### src/rtl/wb_arbiter.sv
// wb_arbiter - writeback arbiter in front of the 64-bit register file.
//
// Merges the in-order pipeline result (highest priority, never stalled) and
// a long-latency unit result (valid/ready) into one registered write port.
// The pipeline result is formatted by load width/sign when p_is_load is set.
// A busy scoreboard tracks outstanding long-latency destinations and raises
// stall on decode hazards. A starvation counter raises hold so upstream
// drops p_valid for one cycle and lets the long unit through.
//
// Ports:
//   clk, rst_n                      clock, async active-low reset
//   p_valid/p_rd/p_data             pipeline result (always accepted)
//   p_is_load/p_funct3              load formatting control
//   l_valid/l_ready/l_rd/l_data     long-unit result handshake
//   iss_valid/iss_rd                long-latency op issue (sets busy)
//   dec_rs1/dec_rs2/dec_rd          decode register numbers for hazard check
//   stall, hold                     combinational control outputs
//   we/a3/wd                        registered register-file write port
//   busy                            scoreboard, bit 0 always 0
module wb_arbiter #(
  parameter int XLEN       = 64,
  parameter int STARVE_MAX = 7
) (
  input  logic            clk,
  input  logic            rst_n,
  input  logic            p_valid,
  input  logic [4:0]      p_rd,
  input  logic [XLEN-1:0] p_data,
  input  logic            p_is_load,
  input  logic [2:0]      p_funct3,
  input  logic            l_valid,
  output logic            l_ready,
  input  logic [4:0]      l_rd,
  input  logic [XLEN-1:0] l_data,
  input  logic            iss_valid,
  input  logic [4:0]      iss_rd,
  input  logic [4:0]      dec_rs1,
  input  logic [4:0]      dec_rs2,
  input  logic [4:0]      dec_rd,
  output logic            stall,
  output logic            hold,
  output logic            we,
  output logic [4:0]      a3,
  output logic [XLEN-1:0] wd,
  output logic [31:0]     busy
);

  localparam int CW = 4;

  // Load formatting: extend the right-aligned load data by width and sign.
  function automatic logic [XLEN-1:0] fmt_load(input logic [XLEN-1:0] d,
                                               input logic            is_load,
                                               input logic [2:0]      f3);
    logic [XLEN-1:0] r;
    r = d;
    if (is_load) begin
      case (f3)
        3'b000:  r = {{(XLEN-8){d[7]}}, d[7:0]};
        3'b001:  r = {{(XLEN-16){d[15]}}, d[15:0]};
        3'b010:  r = {{(XLEN-32){d[31]}}, d[31:0]};
        3'b011:  r = d;
        3'b100:  r = {{(XLEN-8){1'b0}}, d[7:0]};
        3'b101:  r = {{(XLEN-16){1'b0}}, d[15:0]};
        3'b110:  r = {{(XLEN-32){1'b0}}, d[31:0]};
        3'b111:  r = d;
        default: r = d;
      endcase
    end else begin
      r = d;
    end
    return r;
  endfunction

  logic            pw_s;
  logic            lh_s;
  logic            l_ready_s;
  logic [31:0]     set_mask_s;
  logic [31:0]     clr_mask_s;
  logic [31:0]     busy_nxt_s;
  logic [CW-1:0]   starve_nxt_s;
  logic            we_r;
  logic [4:0]      a3_r;
  logic [XLEN-1:0] wd_r;
  logic [31:0]     busy_r;
  logic [CW-1:0]   starve_r;

  // rst_n gates l_ready so an in-flight long result is never taken in reset.
  assign pw_s      = p_valid & (p_rd != 5'd0);
  assign l_ready_s = rst_n & ~pw_s;
  assign lh_s      = l_valid & l_ready_s;

  // Scoreboard masks; set is applied after clear so a same-cycle set wins.
  always_comb begin
    set_mask_s = 32'd0;
    clr_mask_s = 32'd0;
    if (iss_valid && (iss_rd != 5'd0)) begin
      set_mask_s[iss_rd] = 1'b1;
    end else begin
      set_mask_s = 32'd0;
    end
    if (lh_s) begin
      clr_mask_s[l_rd] = 1'b1;
    end else begin
      clr_mask_s = 32'd0;
    end
    busy_nxt_s = ((busy_r & ~clr_mask_s) | set_mask_s) & 32'hFFFF_FFFE;
  end

  // Starvation counter next state: count refused cycles, clear otherwise.
  always_comb begin
    starve_nxt_s = starve_r;
    if (!l_valid || lh_s) begin
      starve_nxt_s = {CW{1'b0}};
    end else if (starve_r != CW'(STARVE_MAX)) begin
      starve_nxt_s = starve_r + CW'(1);
    end else begin
      starve_nxt_s = starve_r;
    end
  end

  // Write-port register: pipeline first, then long unit; a3/wd hold when idle.
  always_ff @(posedge clk or negedge rst_n) begin
    if (!rst_n) begin
      we_r <= 1'b0;
      a3_r <= 5'd0;
      wd_r <= {XLEN{1'b0}};
    end else if (pw_s) begin
      we_r <= 1'b1;
      a3_r <= p_rd;
      wd_r <= fmt_load(p_data, p_is_load, p_funct3);
    end else if (lh_s && (l_rd != 5'd0)) begin
      we_r <= 1'b1;
      a3_r <= l_rd;
      wd_r <= l_data;
    end else begin
      we_r <= 1'b0;
    end
  end

  // Scoreboard and starvation counter state.
  always_ff @(posedge clk or negedge rst_n) begin
    if (!rst_n) begin
      busy_r   <= 32'd0;
      starve_r <= {CW{1'b0}};
    end else begin
      busy_r   <= busy_nxt_s;
      starve_r <= starve_nxt_s;
    end
  end

  assign l_ready = l_ready_s;
  assign stall   = busy_r[dec_rs1] | busy_r[dec_rs2] | busy_r[dec_rd];
  assign hold    = (starve_r == CW'(STARVE_MAX));
  assign we      = we_r;
  assign a3      = a3_r;
  assign wd      = wd_r;
  assign busy    = busy_r;

endmodule
### config.mk
export PLATFORM = sky130hd
export DESIGN_NAME = wb_arbiter
export DESIGN_NICKNAME = d
export VERILOG_FILES = /design/src/rtl/wb_arbiter.sv
export SDC_FILE = /design/constraint.sdc
export NUM_CORES = 1
export LEC_CHECK = 0
export CAP_MARGIN = 15
export CELL_PAD_IN_SITES_DETAIL_PLACEMENT = 1
export CELL_PAD_IN_SITES_GLOBAL_PLACEMENT = 1
export CORE_MARGIN = 2
export CORE_UTILIZATION = 30
export CTS_BUF_LIST = sky130_fd_sc_hd__clkbuf_4 sky130_fd_sc_hd__clkbuf_8 sky130_fd_sc_hd__clkbuf_16
export DETAILED_ROUTE_END_ITERATION = 8
export PLACE_DENSITY = 0.81
export SYNTH_ARGS = -nofsm -noshare
export SYNTH_HDL_FRONTEND = slang
export SYNTH_SLANG_ARGS = --single-unit
### constraint.sdc
create_clock -name clk -period 3.1 [get_ports clk]
set_input_delay 0.62 -clock clk [delete_from_list [all_inputs] [get_ports clk]]
set_output_delay 0.62 -clock clk [all_outputs]
set_load 0.1 [all_outputs]
==> impl_results.md, run 1 <==
* #FFs+latches synth at 105
* Commonest cells post-synth: nand2_1 (113), o21ai_0 (113), dfrtp_1 (105)
* Worst path required time at ~2.5 ns
* EDFF count, synth at 0
* Worst VDD drop at 0.245 mV
* CP Capture Type: output port
* Area Growth Syn to Fin at 55.7%
* Via count at about 6000
* R2R setup slack at 1.76 ns
* P_leak at 0.00382 µW
* R2R depth at 5
* Post-synthesis sequential area ratio at 44.6%
* Worst-path clk slew at 0.06 ns
* Area of the multi-input gates at about 3000 µm²
* DR vias/cell at 5.13
* WL/cell at a little under 20 µm
* DRC viols at 0
* Fin Clk Skew at between 0.004 and 0.005 ns
* Switch share at between 40% and 50%
* Clock Tree Root: clkbuf_16
* Routed WL at roughly 23000 µm
* Peak Freq at around 330 MHz
* Netlist cell types at 52
* R2R Path End: starve_r[0]
* Antenna cell count at 0
* CTS tree: done
* Die Y at approximately 140 µm
* Critical path arrival at between 2 and 2.5 ns
* Synth warn at 0
* Boundary Pins at approximately 270
* Syn nets at 786
* Initial antenna violation count at 0
* Final worst slack at roughly 0.09 ns
* Clk network pwr share at 19.2%
* Initial DRC count at 259
* Worst-Margin Slew at 1.06 ns
* Synth area leader: dfrtp_1
* Core footprint at approximately 19000 µm²
* Die area at ~21000 µm²
* Crit Path Category: in2out
* Overflow after GRT at 0
* Die Wd at ~140 µm
* Tot Pwr at between 6000 and 7000 µW
* Final setup fails at 0
* Synth top area share at approximately 45%
* Syn Inst Count at around 620
* Pre-CTS setup slack at -0.336 ns
* Final Hold Viols at 0
* Pins Over Slew Limit at 0
* Critical Path Fanout Max at 5
* Top FF cell, synth: dfrtp_1
* Relative slew margins at between 20 and 30%
* R2r startpoint: starve_r[0]
* Layout Nets at about 1100
* Worst setup SP type: primary input
* Hpwl dp at between 15000 and 20000 µm
* Syn_area_per_cell at ~9.5 µm²
* Max clock buf depth at 2
* Cell Int Power at 3070 µW
* Max-Cap Viols at 0
* Gp weighted congestion at between 0.9 and 1
* All-Layer GR Usage at roughly 22%
* Starting Density at 30.5%
* FP Rows at 51
* Status: completed
* Pwr Density at ~660 nW/µm²
* Synth Cell Area at 5890 µm²
* Switch Pwr at just under 3000 µW
* CTS Buf Count at 9
* Crit path time final at between 3 and 4 ns
* Period utilisation layout at between 90% and 100%
* Fraction of layout cells with a size suffix above 1 at 24.0%
* Count of clock tree sinks at 105
* Vias in the first global route at 6318
* Comb power frac at roughly 50%
* Number of fill cells at between 2000 and 2500
* Post-synth ARST share at 100%
* Clk Latency, worst-skew pair at ~0.35 ns
* PortBufs at 270
* Synth top area cells: dfrtp_1 (45%), o21ai_0 (9.6%), mux4_2 (7.3%), nand2_1 (7.2%), o2bb2ai_1 (4.9%)
* Worst hold path type: in2async
* Global-route wire length before repair at around 35000 µm
* DR pass1 iterations at 4
* RSZ-0062 raised after global routing: no
* Htree depth at 3
* Largest net degree at the start of global routing at 59
* Sequential share of power at a little under a third
* ANT nets after route at 0
* Reg area at 2650 µm²
## routing by layer
| metal | share of wire [%] | vias up | GRT usage [%] |
|---|---|---|---|
| met2 | 49 | 238 | 38.1 |
| met1 | 40 | 2868 | 25.7 |
| met4 | 3.3 | 0 | 8.77 |
| met5 | 0 | - | 0 |
| met3 | 7.5 | 44 | 5.93 |
| li1 | - | 2798 | - |
## cell type report
cell class,instances,share of cell area [%]
clock buffer,11,2.62
clock inverter,5,0.614
inverter,5,0.205
multi-input combinational,462,33.2
sequential,105,29.0
tap,265,3.62
timing repair buffer,307,30.8
## power groups by stage
stage	Sequential [µW]	Combinational, µW	Clock, µW
CTS	1850	3030	1200
global route	1890	3150	1250
finish	1860	3020	1160
global placement	1870	2980	0
detailed placement	1880	3020	0
floorplan	3390	577	0
## kinds of logic (layout without fill, tap and decap cells)
family                     count (synthesis)  count (layout)  share of synthesized area (%)
AOI/OAI and AO/OA                        210             210                           22.8
and+or+nand+nor                          202             202                           15.8
DFF                                      105             105                           44.6
buffers and inverters                     51             328                           4.38
muxes                                     47              47                           12.0
adders and majority gates                  1               1                          0.212
other                                      1               1                         0.0637
xor gates and xnor gates                   1               1                          0.149
## layout by cell type, fill, tap and decap left out, types with 3 or more instances in the layout
| cell type | count |
|---|---|
| nor3b_1 | 3 |
| dfrtp_1 | 84 |
| nand3b_1 | 8 |
| o31ai_1 | 23 |
| dfrtp_2 | 21 |
| mux4_2 | 19 |
| buf_12 | 9 |
| nand2b_1 | 9 |
| nand3_1 | 7 |
| dlygate4sd2_1 | 3 |
| a21oi_1 | 3 |
| inv_1 | 5 |
| nand4_1 | 5 |
| nand2_1 | 113 |
| clkdlybuf4s50_1 | 156 |
| buf_4 | 131 |
| nor2b_1 | 7 |
| mux2i_1 | 27 |
| a211oi_1 | 23 |
| o21ai_0 | 113 |
| clkbuf_16 | 9 |
| and2_1 | 3 |
| nor2_1 | 31 |
| o2bb2ai_1 | 33 |
## through the flow
stage,std cells,setup TNS (ns),utilization (%),area [µm²],hold slack (ns)
final,1160,0,47.4,9170,0.393
after global routing,1160,0,47.4,9170,0.432
after CTS,1157,0,47.3,9140,0.407
after detailed placement,1137,-0.336,45.5,8800,0.470
after global placement,1137,-0.295,45.5,8800,0.463
after floorplan,618,-0.219,-,5950,0.324
## worst max-delay path by stage
stage,to,from,slack [ns],cells past startpoint
2_1_floorplan,stall,dec_rd[0],-0.22,6
3_3_place_gp,stall,dec_rd[0],-0.30,8
3_5_place_dp,stall,dec_rd[0],-0.34,8
4_1_cts,stall,dec_rs2[1],0.006,7
5_1_grt,stall,dec_rs1[0],0.02,8
6_report,stall,dec_rs2[1],0.09,9
## critical path, cell delays in order
cell      delay, ns
clkbuf_2       0.09
buf_6          0.13
buf_4          0.14
buf_4          0.15
mux2i_1        0.11
mux4_2         0.49
o311a_1        0.31
nand4_1        0.16
buf_12         0.19
## flip-flops by register name (all words and copies together) (netlist names)
register,count
starve_r,4
we,1
a3,5
wd,64
busy,31
## timing repair
item / CTS / global route
buffers inserted: 4 / 3
resized for setup: 12 / 9
hold buffers: 0 / 0
endpoints found under the hold margin: 0 / 0
endpoints found under the setup margin: 1 / 1
pin swaps: 3 / 3
Power figures use the tool's default switching activity.
==> run 2: changes to the inputs <==
--- a/config.mk
+++ b/config.mk
@@ -5,6 +5,7 @@
 export SDC_FILE = /design/constraint.sdc
 export NUM_CORES = 1
 export LEC_CHECK = 0
+export ABC_AREA = 1
 export CAP_MARGIN = 15
 export CELL_PAD_IN_SITES_DETAIL_PLACEMENT = 1
 export CELL_PAD_IN_SITES_GLOBAL_PLACEMENT = 1
@@ -12,7 +13,7 @@
 export CORE_UTILIZATION = 30
 export CTS_BUF_LIST = sky130_fd_sc_hd__clkbuf_4 sky130_fd_sc_hd__clkbuf_8 sky130_fd_sc_hd__clkbuf_16
 export DETAILED_ROUTE_END_ITERATION = 8
-export PLACE_DENSITY = 0.81
+export PLACE_DENSITY = 0.82
 export SYNTH_ARGS = -nofsm -noshare
 export SYNTH_HDL_FRONTEND = slang
 export SYNTH_SLANG_ARGS = --single-unit
==> impl_results.md, run 2 <==
* Status: completed
* Gp weighted congestion at just under 0.9
* Hold-fix buffers, CTS at 0
* Most frequent cells in the layout: nand2_1 (309), nand3_1 (173), clkdlybuf4s50_1 (165)
* Via count at about 8600
* Critical path arrival at about 2.3 ns
* Crit path time final at between 2 and 3 ns
* #FFs+latches synth at around 110
* Fin Clk Skew at 0.00115 ns
* Final setup fails at 0
* Synth area leader: dfrtp_1
* Crit Path Category: in2out
* Critical Path Fanout Max at 15
* Overflow after GRT at 0
* ANT nets after route at 0
* Fraction of layout cells with a size suffix above 1 at a little under an eighth
* Worst-Margin Slew at between 0.7 and 0.8 ns
* Synth Cell Area at a little over 7000 µm²
* Final Hold Viols at 0
* Synth top area share at about 37%
* Netlist cell types at 32
* Period utilisation layout at approximately 93%
* Setup TNS Final at 0 ns
* Syn nets at about 1300
* Peak Freq at approximately 350 MHz
* CTS Buf Count at 9
* DR vias/cell at roughly 5.2
* Setup Buffers After CTS at 0
* Top FF cell, synth: dfrtp_1
* Synth top area cells: dfrtp_1 (37%), nand2_1 (16%), nand3_1 (12%), nor2_1 (6.7%), inv_1 (5.0%)
* RSZ-0062 raised after global routing: no
* Syn_area_per_cell at about 6.4 µm²
* Boundary Pins at ~270
* Commonest cells post-synth: nand2_1 (310), nand3_1 (173), nor2_1 (127)
* CTS resizes at 0
* Initial antenna violation count at 1
* Synth warn at 0
* Core footprint at ~23000 µm²
* Relative slew margins at around half
* Met1 Use GR at between 30% and 40%
* GRT busiest layer: met2
* Worst setup SP type: primary input
* Met2 GRT Util at ~43%
* GR met3 Demand/Resource at 6.08%
* Worst path required time at 2.48 ns
* Area Growth Syn to Fin at 42.1%
* Worst hold slack at 0.0948 ns
* PortBufs at 270
* Clk Latency, worst-skew pair at roughly 0.35 ns
* Die Wd at 157 µm
* Worst-path clk slew at ~0.070 ns
* Worst hold path type: in2async
* Hpwl dp at about 23000 µm
* DRC viols at 0
* Antenna cell count at 0
* Global-route wire length before repair at about 48000 µm
* Largest register FFs at 64
* P_leak at between 0.004 and 0.005 µW
* Pwr Density at around 550 nW/µm²
* Worst VDD drop at 0.311 mV
* EDFF count, synth at 0
* Syn Inst Count at 1100
* FP Rows at 56
* Die area at around 25000 µm²
* Routed WL at roughly 31000 µm
* Clock Tree Root: clkbuf_16
* All-Layer GR Usage at between 20 and 30%
* Post-synth ARST share at 100%
* DR pass1 iterations at 4
* Layout Nets at between 1500 and 2000
* CTS tree: done
* CP Capture Type: output port
* Count of clock tree sinks at approximately 110
* Post-synthesis sequential area ratio at between 30% and 40%
* Max clock buf depth at 2
* Largest net degree at the start of global routing at 70
* Initial DRC count at 541
* Starting Density at between 30% and 40%
* Most frequent cell after synthesis: nand2_1
* Vias in the first global route at just under 9000
* WL/cell at roughly 19 µm
* Htree depth at 3
* Commonest non-fill, non-tap cell in the layout: nand2_1
* Pins Over Slew Limit at 0
* Max-Cap Viols at 0
* Die Y at about 160 µm
## run 2: changes by cell type after synthesis, sizes merged, moves of 33 or more
cell     delta
nand3     +168
a21oi      +37
nand2     +200
nor2       +99
o21ai      -37
o2bb2ai    -33
inv        +95
## run 2: final cells by class
| cell class | count | area [µm²] |
|---|---|---|
| Clock buffer | 10 | 233 |
| Clock inverter | 4 | 31.3 |
| Timing Repair Buffer | 292 | 2660 |
| Sequential cell | 105 | 2630 |
| Multi-Input combinational cell | 825 | 3720 |
| Inverter | 100 | 375 |
| Fill cell | 3077 | 13200 |
| Tap cell | 319 | 399 |
## run 2: critical path, cell delays in order
cell             delay, ns
clkdlybuf4s50_1       0.42
inv_1                 0.36
nand2_1               0.10
nand3_1               0.10
nand3_1               0.10
nand2_1               0.08
nand2_1               0.04
nand3_1               0.06
nand2_1               0.07
nand3_1               0.14
buf_12                0.19
## run 2: worst paths after layout
| check | start | to | slack (ns) | depth (start not counted) |
|---|---|---|---|---|
| hold / removal | rst_n | a3[3] | 0.09 | 1 |
| max in group asynchronous | rst_n | wd[17] | 2.01 | 2 |
| hold reg to reg | wd[30] | wd[30] | 0.51 | 2 |
| min in group clk | wd[30] | wd[30] | 0.51 | 2 |
| setup reg to reg | starve_r[0] | starve_r[0] | 1.78 | 5 |
| setup / recovery | dec_rs2[0] | stall | 0.21 | 11 |
## run 2: power breakdown
part	switching [µW]	leakage (µW)	internal, µW
Sequential	181	0.00120	1550
Combinational	2000	0.00364	647
Clock	555	0.000120	550
Total	2730	0.00496	2740
## run 2: through the flow
stage               total power (µW)  instances  worst slack [ns]  area, µm²  util [%]
detailed placement              4400       1641             0.208       9780      42.0
floorplan                       3540       1100             0.232       7070         -
CTS                             5510       1655             0.207      10000      43.2
global route                    5710       1655            0.0696      10000      43.2
finish                          5470       1655             0.215      10000      43.2
global placement                4370       1641             0.227       9780      42.0
## run 2: cell families after synthesis
group	Yosys count	share of synthesized area, %
flip-flops	105	37.2
AO/OA/AOI/OAI	164	12.8
buffers and inverters	170	10.3
other	1	0.0531
AND/OR/NAND/NOR	658	39.4
adder cells (fa/ha/maj)	1	0.177
XOR/XNOR	1	0.124
## run 2: routing by layer
layer | wire length [µm] | vias to the layer above
met5 | 0 | -
met3 | 2190 | 60
li1 | - | 4045
met4 | 1180 | 0
met1 | 13000 | 4143
met2 | 15000 | 303
==> run 3: changes to the inputs <==
--- a/config.mk
+++ b/config.mk
@@ -6,7 +6,7 @@
 export NUM_CORES = 1
 export LEC_CHECK = 0
 export ABC_AREA = 1
-export CAP_MARGIN = 15
+export CAP_MARGIN = 20
 export CELL_PAD_IN_SITES_DETAIL_PLACEMENT = 1
 export CELL_PAD_IN_SITES_GLOBAL_PLACEMENT = 1
 export CORE_MARGIN = 2
==> results of run 3 <==
Same layout as run 2: the final DEF is identical, and so are final timing and power.
